===== src/rtl/mod_residue_accumulator_if.sv =====
// Handshake bundle between the residue LUT stages, the accumulator and the
// result consumer.
//   in_valid / in_ready / in_residue : partial residue stream into the accumulator
//   out_valid / out_ready / out_residue / out_err : final residue out of it
// Modports:
//   master : the environment (drives residues, accepts results)
//   slave  : the accumulator
interface mod_residue_accumulator_if #(
    parameter int unsigned RES_W = 9
);
    logic             in_valid;
    logic             in_ready;
    logic [RES_W-1:0] in_residue;
    logic             out_valid;
    logic             out_ready;
    logic [RES_W-1:0] out_residue;
    logic             out_err;

    modport master (
        output in_valid, in_residue, out_ready,
        input  in_ready, out_valid, out_residue, out_err
    );

    modport slave (
        input  in_valid, in_residue, out_ready,
        output in_ready, out_valid, out_residue, out_err
    );
endinterface


===== src/rtl/mod_residue_accumulator.sv =====
// Modular residue accumulator. Accepts NUM_CHUNKS partial residues (one per
// in_valid/in_ready handshake), sums them modulo MODULUS and presents the
// final residue on out_valid/out_ready.
// Ports:
//   clk   : clock, rising edge
//   rst   : asynchronous active-high reset
//   clear : synchronous abort, discards the partial sum (wins over both handshakes)
//   bus   : slave modport of mod_residue_accumulator_if (residue in, result out)
// Optional build macro MOD_ACC_RANGE_CHECK_EN: adds a sticky flag reported on
// out_err in DONE when any accepted residue was >= MODULUS. Without it
// out_err is tied low; result values are the same in both builds.
module mod_residue_accumulator #(
    parameter int unsigned MODULUS    = 461,
    parameter int unsigned RES_W      = 9,
    parameter int unsigned NUM_CHUNKS = 84,
    parameter int unsigned CNT_W      = 7
) (
    input  logic                          clk,
    input  logic                          rst,
    input  logic                          clear,
    mod_residue_accumulator_if.slave      bus
);

    localparam logic [RES_W:0]   MOD_EXT  = (RES_W + 1)'(MODULUS);
    localparam logic [CNT_W-1:0] CNT_LAST = CNT_W'(NUM_CHUNKS - 1);

    typedef enum logic [0:0] {StAccum, StDone} state_e;

    state_e           state_q;
    logic [RES_W-1:0] acc_q;
    logic [CNT_W-1:0] cnt_q;

    logic             accept;
    logic [RES_W:0]   r_ext;
    logic [RES_W:0]   sum;
    logic [RES_W-1:0] acc_next;

    assign accept = bus.in_valid && (state_q == StAccum);

    // Inputs are at most 2^RES_W-1 < 2*MODULUS, so one subtract brings them
    // into range; the sum of two in-range values is at most 2*MODULUS-2, so
    // one more conditional subtract completes the reduction.
    always_comb begin
        r_ext = {1'b0, bus.in_residue};
        if (r_ext >= MOD_EXT) begin
            r_ext = r_ext - MOD_EXT;
        end
        sum      = {1'b0, acc_q} + r_ext;
        acc_next = (sum >= MOD_EXT) ? RES_W'(sum - MOD_EXT) : RES_W'(sum);
    end

`ifdef MOD_ACC_RANGE_CHECK_EN
    logic err_q;
    logic in_oor;

    assign in_oor = ({1'b0, bus.in_residue} >= MOD_EXT);
`endif

    always_ff @(posedge clk or posedge rst) begin
        if (rst) begin
            state_q <= StAccum;
            acc_q   <= '0;
            cnt_q   <= '0;
`ifdef MOD_ACC_RANGE_CHECK_EN
            err_q   <= 1'b0;
`endif
        end else if (clear) begin
            state_q <= StAccum;
            acc_q   <= '0;
            cnt_q   <= '0;
`ifdef MOD_ACC_RANGE_CHECK_EN
            err_q   <= 1'b0;
`endif
        end else begin
            unique case (state_q)
                StAccum: begin
                    if (accept) begin
                        acc_q <= acc_next;
`ifdef MOD_ACC_RANGE_CHECK_EN
                        if (in_oor) begin
                            err_q <= 1'b1;
                        end
`endif
                        if (cnt_q == CNT_LAST) begin
                            cnt_q   <= '0;
                            state_q <= StDone;
                        end else begin
                            cnt_q <= cnt_q + 1'b1;
                        end
                    end
                end
                StDone: begin
                    // Result held until the consumer takes it.
                    if (bus.out_ready) begin
                        acc_q   <= '0;
                        state_q <= StAccum;
`ifdef MOD_ACC_RANGE_CHECK_EN
                        err_q   <= 1'b0;
`endif
                    end
                end
                default: state_q <= StAccum;
            endcase
        end
    end

    // All outputs decode directly from registers.
    assign bus.in_ready    = (state_q == StAccum);
    assign bus.out_valid   = (state_q == StDone);
    assign bus.out_residue = acc_q;
`ifdef MOD_ACC_RANGE_CHECK_EN
    assign bus.out_err     = err_q && (state_q == StDone);
`else
    assign bus.out_err     = 1'b0;
`endif

endmodule


===== src/flat_wrapper.sv =====
// flat-port wrapper written by rule: the top's interface ports become plain ports
module mod_residue_accumulator_flat 
#(
    parameter int unsigned MODULUS    = 461,
    parameter int unsigned RES_W      = 9,
    parameter int unsigned NUM_CHUNKS = 84,
    parameter int unsigned CNT_W      = 7
)
  (clk, rst, clear, bus_in_valid, bus_in_residue, bus_out_ready, bus_in_ready, bus_out_valid, bus_out_residue, bus_out_err);
  mod_residue_accumulator_if #(.RES_W(RES_W)) bus_i ();
  input  logic clk;
  input  logic rst;
  input  logic clear;
  input wire logic [$bits(bus_i.in_valid)-1:0] bus_in_valid;
  input wire logic [$bits(bus_i.in_residue)-1:0] bus_in_residue;
  input wire logic [$bits(bus_i.out_ready)-1:0] bus_out_ready;
  output wire logic [$bits(bus_i.in_ready)-1:0] bus_in_ready;
  output wire logic [$bits(bus_i.out_valid)-1:0] bus_out_valid;
  output wire logic [$bits(bus_i.out_residue)-1:0] bus_out_residue;
  output wire logic [$bits(bus_i.out_err)-1:0] bus_out_err;
  assign bus_i.in_valid = bus_in_valid;
  assign bus_i.in_residue = bus_in_residue;
  assign bus_i.out_ready = bus_out_ready;
  assign bus_in_ready = bus_i.in_ready;
  assign bus_out_valid = bus_i.out_valid;
  assign bus_out_residue = bus_i.out_residue;
  assign bus_out_err = bus_i.out_err;
  mod_residue_accumulator #(.MODULUS(MODULUS), .RES_W(RES_W), .NUM_CHUNKS(NUM_CHUNKS), .CNT_W(CNT_W)) u_core (.clk(clk), .rst(rst), .clear(clear), .bus(bus_i));
endmodule

===== config.mk =====
export PLATFORM = sky130hd
export DESIGN_NAME = mod_residue_accumulator_flat
export DESIGN_NICKNAME = d
export VERILOG_FILES = /design/src/rtl/mod_residue_accumulator_if.sv /design/src/rtl/mod_residue_accumulator.sv /design/src/flat_wrapper.sv
export SDC_FILE = /design/constraint.sdc
export NUM_CORES = 1
export LEC_CHECK = 0
export ABC_CLOCK_PERIOD_IN_PS = 3200
export CAP_MARGIN = 40
export CORE_MARGIN = 4
export CORE_UTILIZATION = 35
export CTS_CLUSTER_SIZE = 28
export DETAILED_ROUTE_END_ITERATION = 10
export DONT_BUFFER_PORTS = 1
export SETUP_SLACK_MARGIN = 0.15
export SLEW_MARGIN = 20
export SYNTH_ARGS = -nofsm -noshare
export SYNTH_HDL_FRONTEND = slang
export SYNTH_SLANG_ARGS = --single-unit
export TNS_END_PERCENT = 20

===== constraint.sdc =====
create_clock -name clk -period 3.2 [get_ports clk]
set_input_delay 0.64 -clock clk [delete_from_list [all_inputs] [get_ports clk]]
set_output_delay 0.64 -clock clk [all_outputs]
set_load 0.005 [all_outputs]

=== Word level (Yosys, flattened, before mapping) ===
Cells that the tools add are included.

* Register bits: 17
* Input bits: 14

* $add $sub $neg: 4
* Order comparisons: 2
* Eq/ne operators: 4
* Mux-type cells: 15
* Bitwise gates (word level): 1
* Reductions and logical operators: 4

{| class="wikitable"
|+ Operator list
! operator !! number
|-
| $mux W9 || 4
|-
| $mux W7 || 4
|-
| $pmux W9 S2 || 1
|-
| $add A9 B10 Y10 || 1
|-
| $ge A10 B9 Y1 const B || 1
|-
| $mux W10 || 1
|-
| $sub A9 B9 Y10 const B || 1
|-
| $ge A9 B9 Y1 const B || 1
|-
| $sub A9 B9 Y9 const B || 1
|-
| $add A7 B1 Y7 const B || 1
|-
| $eq A7 B7 Y1 const B || 1
|-
| $mux W1 || 4
|-
| $reduce_and A2 Y1 || 2
|-
| $ne A3 B2 Y1 const B || 1
|-
| $ne A3 B3 Y1 const B || 1
|-
| $ne A2 B2 Y1 const B || 1
|-
| $pmux W1 S2 || 1
|-
| $reduce_bool A2 Y1 || 1
|-
| $logic_and A1 B1 Y1 || 1
|-
| $not A1 Y1 || 1
|}

=== Logic depth before layout (Yosys ltp) ===
Gate-level depths: netlist of the first run.

* Word-level depth: 8
* Mapped depth: 19
* Gate-level depth less buffers: 17

=== Worst setup path after synthesis of the first run ===
Ideal clock, no wire load.

* Kind: input to register
* Start: input bus_in_residue[0]
* End: register u_core.acc_q[6], in the netlist u_core.bus.out_residue[6]
* Data arrival time: 4044 ps
* Path slack: -965 ps
* Stages on the path: 17
* Path buffers: 1
* Cells stage by stage: inv_1 -> ha_1 -> a21oi_1 -> nor3_1 -> or2_2 -> clkbuf_1 -> xnor2_1 -> ha_1 -> fa_1 -> a21o_1 -> and4_4 -> or3_4 -> and3_4 -> a311o_4 -> o21ai_2 -> o221ai_1 -> a22o_1

* Longest elaborated chain between the ends: 8

{| class="wikitable"
|+ Ends and longest elaborated chain
! element !! line !! RTL
|-
| start: declaration || flat_wrapper.sv:15 || <nowiki>input wire logic [$bits(bus_i.in_residue)-1:0] bus_in_residue;</nowiki>
|-
| $sub A9 B9 Y10 or $ge A9 B9 Y1 (tied branches) || mod_residue_accumulator.sv:46, mod_residue_accumulator.sv:45 ||
|-
| $mux W10 * || mod_residue_accumulator.sv:45 || <nowiki>if (r_ext >= MOD_EXT) begin</nowiki>
|-
| $add A9 B10 Y10 * || mod_residue_accumulator.sv:48 || <nowiki>sum = {1'b0, acc_q} + r_ext;</nowiki>
|-
| $sub A9 B9 Y9 or $ge A10 B9 Y1 (tied branches) || mod_residue_accumulator.sv:49 || <nowiki>acc_next = (sum >= MOD_EXT) ? RES_W'(sum - MOD_EXT) : RES_W'(sum);</nowiki>
|-
| $mux W9 * || mod_residue_accumulator.sv:49 ||
|-
| $mux W9 * || mod_residue_accumulator.sv:77 || <nowiki>if (accept) begin</nowiki>
|-
| $pmux W9 S2 * || mod_residue_accumulator.sv:75 || <nowiki>unique case (state_q)</nowiki>
|-
| $mux W9 * || mod_residue_accumulator.sv:67 || <nowiki>end else if (clear) begin</nowiki>
|-
| end signal: assignment || mod_residue_accumulator.sv:78 || <nowiki>acc_q <= acc_next;</nowiki>
|-
| end: declaration || mod_residue_accumulator.sv:30 || <nowiki>logic [RES_W-1:0] acc_q;</nowiki>
|}

Every way passes the cells marked *; elsewhere a longest branch is shown, timed or not. The select of a mux whose other input is x is not followed.
A chain may end at the register's enable or synchronous reset.

=== Worst setup path in the final report of the first run ===
* Start: input bus_in_residue[1]
* End: register u_core.acc_q[6], in the netlist u_core.bus.out_residue[6]

The elaborated chain is that of the path after synthesis.

==> metrics.txt, run 1 <==
Yosys warnings=0; Port Buffers=0; failing checks=negative setup slack; register bit total from synthesis=17; routed len/inst=14.3 um; post-route ant nets=0; total die area=0.00644 mm2; maximum VDD drop=0.338 mV; Horiz. Die Dim=80.2 um; EDFF count, synth=0; Starting Density=0.360; count of unique library cells instantiated by Yosys=56; Mapped Cells=225; Post-route DRC=0; final hold violation count=0; Layout area overhead=33.4%; Tightest Pin Transition=0.731 ns; Pre-antenna DRT Iters=4; sequential share of the synthesized area=0.233; clk_lat worst skew=0.26 ns; Max Slew Vio Count=0; min Tclk post-route=3.58 ns; largest net degree at the start of global routing=18; Rows=26; hpwl dp=3770 um; antenna cell count=0; Overflow after GRT=0; first-pass GRT wire length=8160 um; Power Density=854 mW/mm2; leakage=1.09 nW; Setup TNS=-2.63 ns; placed cell area=0.00220 mm2; I/O Pins=26; FILL cells=524; maximum clock path buffer count=2; FF+latch area=425 um2; Total GRT Usage=0.158; Max Clk Rate=0.279 GHz; crit start category=input pin; Die Y=80.2 um; final WL=4890 um; Mapped Area=0.00183 mm2; clk slew on worst S/H paths=0.07 ns; Hold/Removal Path Class=input pin to asynchronous set/reset pin; Net Count, Synth=254; PnR worst setup slack=-0.382 ns; slowest CP cell=or3_4; crit-path max FO=7; RSZ-0062 raised after global routing=true; max_cap viols=0; async set-reset flop share out of synthesis=1.00; commonest non-fill, non-tap cell in the layout=buf_4; via/cell ratio=5.26; Root Buffer=clkbuf_8; vias=1,803; dpl cells=332; Non-Filler Instances=343; Iteration-0 DRC Markers=72; crit-path cells=clkinv_16, ha_4, a21oi_2, nor3_1, or2_4, buf_6, buf_6, nor2_4, xor2_1, ha_1, a21oi_2, nor2_2, or3_4, and3_4, a311o_4, o21ai_4, o221ai_2, a22o_1; multi-input combinational cell area=0.00142 mm2; Max H-tree Level=1; Final Util=0.480; core area=0.00507 mm2; CTS tree=yes; Max-slew headroom=0.512; Final period util=1.12; Layout Nets=303; Most used DFF post-synth=dfrtp_1; CP peak stage delay=0.38 ns; top cells by area, synth=dfrtp_1 (23%), ha_1 (9.6%), nor2_1 (4.9%); via count of the first global-routing pass=1,790; critical path required time=3.35 ns; clk sinks=17; GPL Wtd Cong=0.855; outcome=finished, violations left; initial antenna violation count=0; crit path kind=input pin to flip-flop; layout cells sized above 1=0.337; endpoints failing setup=9; top-area cell type share of the netlist area=0.233; mean area per synthesized cell=8.11 um2; post-layout instance area=0.00243 mm2; CP endpoint kind=flip-flop; Worst Clk Skew=0.00177 ns; commonest cells after routing, fill and taps aside=buf_4 (49), nand2_1 (21), nor2_1 (19); CTS Buf Count=3; post-synth top area cell=dfrtp_1; Worst Path Arrival=3.73 ns
## flip-flops by register name, summed over array words and instances (netlist names)
signal	flops
u_core.bus.out_residue	9
u_core.bus.out_valid	1
u_core.cnt_q	7
## final cells by class
class | count | area share
well taps | 70 | 0.0360
inverters | 10 | 0.0272
multi-input cells | 191 | 0.583
clock buffers | 4 | 0.0185
flip-flops and latches | 17 | 0.175
repair buffers | 51 | 0.160
## worst paths after layout
kind                                                       start                                     to  slack (ns)  cells past startpoint
min reg2reg                          u_core.cnt_q[1]$_DFFE_PP0P_            u_core.cnt_q[1]$_DFFE_PP0P_        0.54                      2
max                                            bus_in_residue[1]  u_core.bus.out_residue[6]$_DFFE_PP0P_       -0.38                     18
min in group clk                                           clear            u_core.cnt_q[6]$_DFFE_PP0P_        0.44                      1
min                                                          rst  u_core.bus.out_residue[2]$_DFFE_PP0P_        0.37                      1
max reg2reg                u_core.bus.out_residue[0]$_DFFE_PP0P_  u_core.bus.out_residue[6]$_DFFE_PP0P_        0.35                      9
max in group asynchronous                                    rst            u_core.cnt_q[2]$_DFFE_PP0P_        2.39                      1
## through the flow
stage | total power [W] | hold WS, ns | setup slack (ns)
final | 0.00208 | 0.372 | -0.382
after global routing | 0.00225 | 0.424 | -0.501
after CTS | 0.00200 | 0.411 | -0.455
after detailed placement | 0.00177 | 0.533 | -0.833
after global placement | 0.00176 | 0.531 | -0.773
after floorplan | 0.00119 | 0.500 | -0.786
## cells in the mapped netlist (5+ instances only)
| cell | n |
|---|---|
| dfrtp_1 | 17 |
| inv_1 | 10 |
| o21ai_0 | 13 |
| a21oi_1 | 13 |
| xor2_1 | 8 |
| nand2_1 | 21 |
| nor3_1 | 8 |
| xnor2_1 | 7 |
| or3_1 | 5 |
| ha_1 | 14 |
| nor2_1 | 24 |
| nand3_1 | 5 |
## cell families after synthesis
| family | after synthesis | share of synthesized area |
|---|---|---|
| other cells | 1 | 0.00205 |
| simple gates | 92 | 0.265 |
| compound gates | 66 | 0.254 |
| xor+xnor | 15 | 0.0720 |
| flops | 17 | 0.233 |
| mux | 2 | 0.0110 |
| fa+ha+maj | 15 | 0.107 |
| buf+inv | 17 | 0.0555 |
## power breakdown
group	switching (W)	internal [W]	leakage, nW
Clock	0.0000795	0.0000886	0.0228
Combinational	0.000752	0.000826	0.837
Sequential	0.0000719	0.000262	0.229
## layer usage
metal / wire length, um / up-vias / track usage / share of wire
met1: 2240 / 849 / 0.207 / 0.46
met2: 2320 / 38 / 0.259 / 0.47
li1: - / 908 / - / -
met5: 0 / - / 0 / 0
met3: 261 / 8 / 0.0370 / 0.053
met4: 66 / 0 / 0.0422 / 0.013
## timing repair
action / 4_1_cts / 5_1_grt
endpoints found under the setup margin: 9 / 9
endpoints found under the hold margin: 0 / 0
pin swaps: 19 / 21
hold buffers: 0 / 0
gates resized for setup: 23 / 19
gates cloned: 0 / 0
buffers inserted: 6 / 1
## critical path: cells and delay by family
family                     cells  cell delay, ns
and+or+nand+nor                6            1.03
AOI/OAI and AO/OA              6            1.20
buffers and inverters          3            0.27
xor gates and xnor gates       1            0.16
adders and majority gates      2            0.43
Power figures use the tool's default switching activity.
==> inputs of run 2 (changes only) <==
--- a/config.mk
+++ b/config.mk
@@ -9,6 +9,7 @@
 export CAP_MARGIN = 40
 export CORE_MARGIN = 4
 export CORE_UTILIZATION = 35
+export CTS_BUF_LIST = sky130_fd_sc_hd__clkbuf_2
 export CTS_CLUSTER_SIZE = 28
 export DETAILED_ROUTE_END_ITERATION = 10
 export DONT_BUFFER_PORTS = 1
==> metrics.txt, run 2 (synthesis gave the netlist of run 1 again) <==
outcome=finished, violations left; failing checks=negative setup slack; Final Util=0.473; crit-path max FO=7; layout cells sized above 1=0.333; maximum VDD drop=0.343 mV; total die area=0.00644 mm2; Final period util=1.09; Overflow after GRT=0; min Tclk post-route=3.49 ns; clk_lat worst skew=0.32 ns; Max H-tree Level=1; commonest non-fill, non-tap cell in the layout=buf_4; Horiz. Die Dim=80.2 um; Port Buffers=0; PnR worst setup slack=-0.291 ns; I/O Pins=26; Layout area overhead=31.6%; Rows=26; via count of the first global-routing pass=1,799; dpl cells=332; Non-Filler Instances=343; crit start category=input pin; Power Density=835 mW/mm2; final hold violation count=0; routed len/inst=14.2 um; CP endpoint kind=flip-flop; Total GRT Usage=0.157; Tightest Pin Transition=0.702 ns; endpoints failing setup=9; Worst Clk Skew=0.00645 ns; max reg flops=9; vias=1,788; final WL=4860 um; Max Clk Rate=0.286 GHz; critical path required time=3.44 ns; flop2flop setup slack=0.34 ns; commonest cells after routing, fill and taps aside=buf_4 (49), nand2_1 (21), nor2_1 (20); core area=0.00507 mm2; Max-slew headroom=0.531; first-pass GRT wire length=8170 um; hpwl dp=3770 um; leakage=1.08 nW; clk sinks=17; Iteration-0 DRC Markers=98; Worst Path Arrival=3.73 ns; antenna cell count=0; Root Buffer=clkbuf_2; Die Y=80.2 um; maximum clock path buffer count=2; largest net degree at the start of global routing=18; Post-route DRC=0; Hold/Removal Path Class=input pin to asynchronous set/reset pin; Pre-antenna DRT Iters=4; RSZ-0062 raised after global routing=true; crit path kind=input pin to flip-flop; clk slew on worst S/H paths=0.18 ns; FILL cells=524; post-route ant nets=0; via/cell ratio=5.21; CTS tree=yes; initial antenna violation count=0; Layout Nets=303; GPL Wtd Cong=0.855; Starting Density=0.360; CTS Buf Count=3; max_cap viols=0; Max Slew Vio Count=0
## run 2: repair_timing
action                                  CTS  global route
gates resized for setup                  25            15
pin swaps                                21            20
setup buffers                             6             1
endpoints found under the setup margin    9             9
hold buffers                              0             0
## run 2: worst paths after layout
path / start / endpoint / depth (start not counted)
worst max-delay path: bus_in_residue[1] / u_core.bus.out_residue[6]$_DFFE_PP0P_ / 18
min in group clk: clear / u_core.cnt_q[6]$_DFFE_PP0P_ / 1
worst max register to register: u_core.bus.out_residue[0]$_DFFE_PP0P_ / u_core.bus.out_residue[6]$_DFFE_PP0P_ / 9
max in group asynchronous: rst / u_core.cnt_q[2]$_DFFE_PP0P_ / 1
worst min register to register: u_core.cnt_q[1]$_DFFE_PP0P_ / u_core.cnt_q[1]$_DFFE_PP0P_ / 2
worst min-delay path: rst / u_core.bus.out_residue[3]$_DFFE_PP0P_ / 1
## run 2: per-stage QoR
stage	cell area [um2]	power [W]	hold WS [ns]	worst slack [ns]	setup TNS (ns)
2_1_floorplan	1850	0.00119	0.500	-0.786	-6.30
3_5_place_dp	2200	0.00177	0.533	-0.833	-6.87
6_report	2400	0.00201	0.275	-0.291	-1.86
5_1_grt	2400	0.00218	0.311	-0.395	-3.16
4_1_cts	2350	0.00195	0.314	-0.363	-2.46
3_3_place_gp	2200	0.00176	0.531	-0.773	-6.42
## run 2: power by group
group / leakage [nW] / switching [W] / total, W / internal (W)
Combinational: 0.836 / 0.000741 / 0.00156 / 0.000823
Clock: 0.0166 / 0.0000767 / 0.000110 / 0.0000331
Sequential: 0.229 / 0.0000719 / 0.000333 / 0.000262
## run 2: layer usage
metal | part of all wire | wire length (um) | vias up | track usage
met5 | 0 | 0 | - | 0
met1 | 0.47 | 2270 | 846 | 0.207
met2 | 0.47 | 2290 | 27 | 0.261
met4 | 0.011 | 55 | 0 | 0.0321
li1 | - | - | 908 | -
met3 | 0.049 | 240 | 7 | 0.0370
## run 2: final cells by class
| class | instances | area, um2 | area share |
|---|---|---|---|
| multi-input combinational | 191 | 1410 | 0.588 |
| tap | 70 | 87.6 | 0.0365 |
| timing repair buffer | 51 | 390 | 0.163 |
| inverter | 10 | 66.3 | 0.0276 |
| sequential | 17 | 425 | 0.177 |
| clock buffer | 4 | 20.0 | 0.00833 |
## run 2: critical path, stage by stage
cell	delay [ns]
clkinv_16	0.03
ha_4	0.15
a21oi_2	0.14
nor3_1	0.06
or2_4	0.26
buf_6	0.13
buf_6	0.11
nor2_4	0.07
xor2_1	0.16
ha_1	0.28
a21oi_2	0.17
nor2_2	0.08
or3_4	0.38
and3_4	0.18
a311o_4	0.38
o21ai_4	0.20
o221ai_2	0.11
a22o_1	0.19
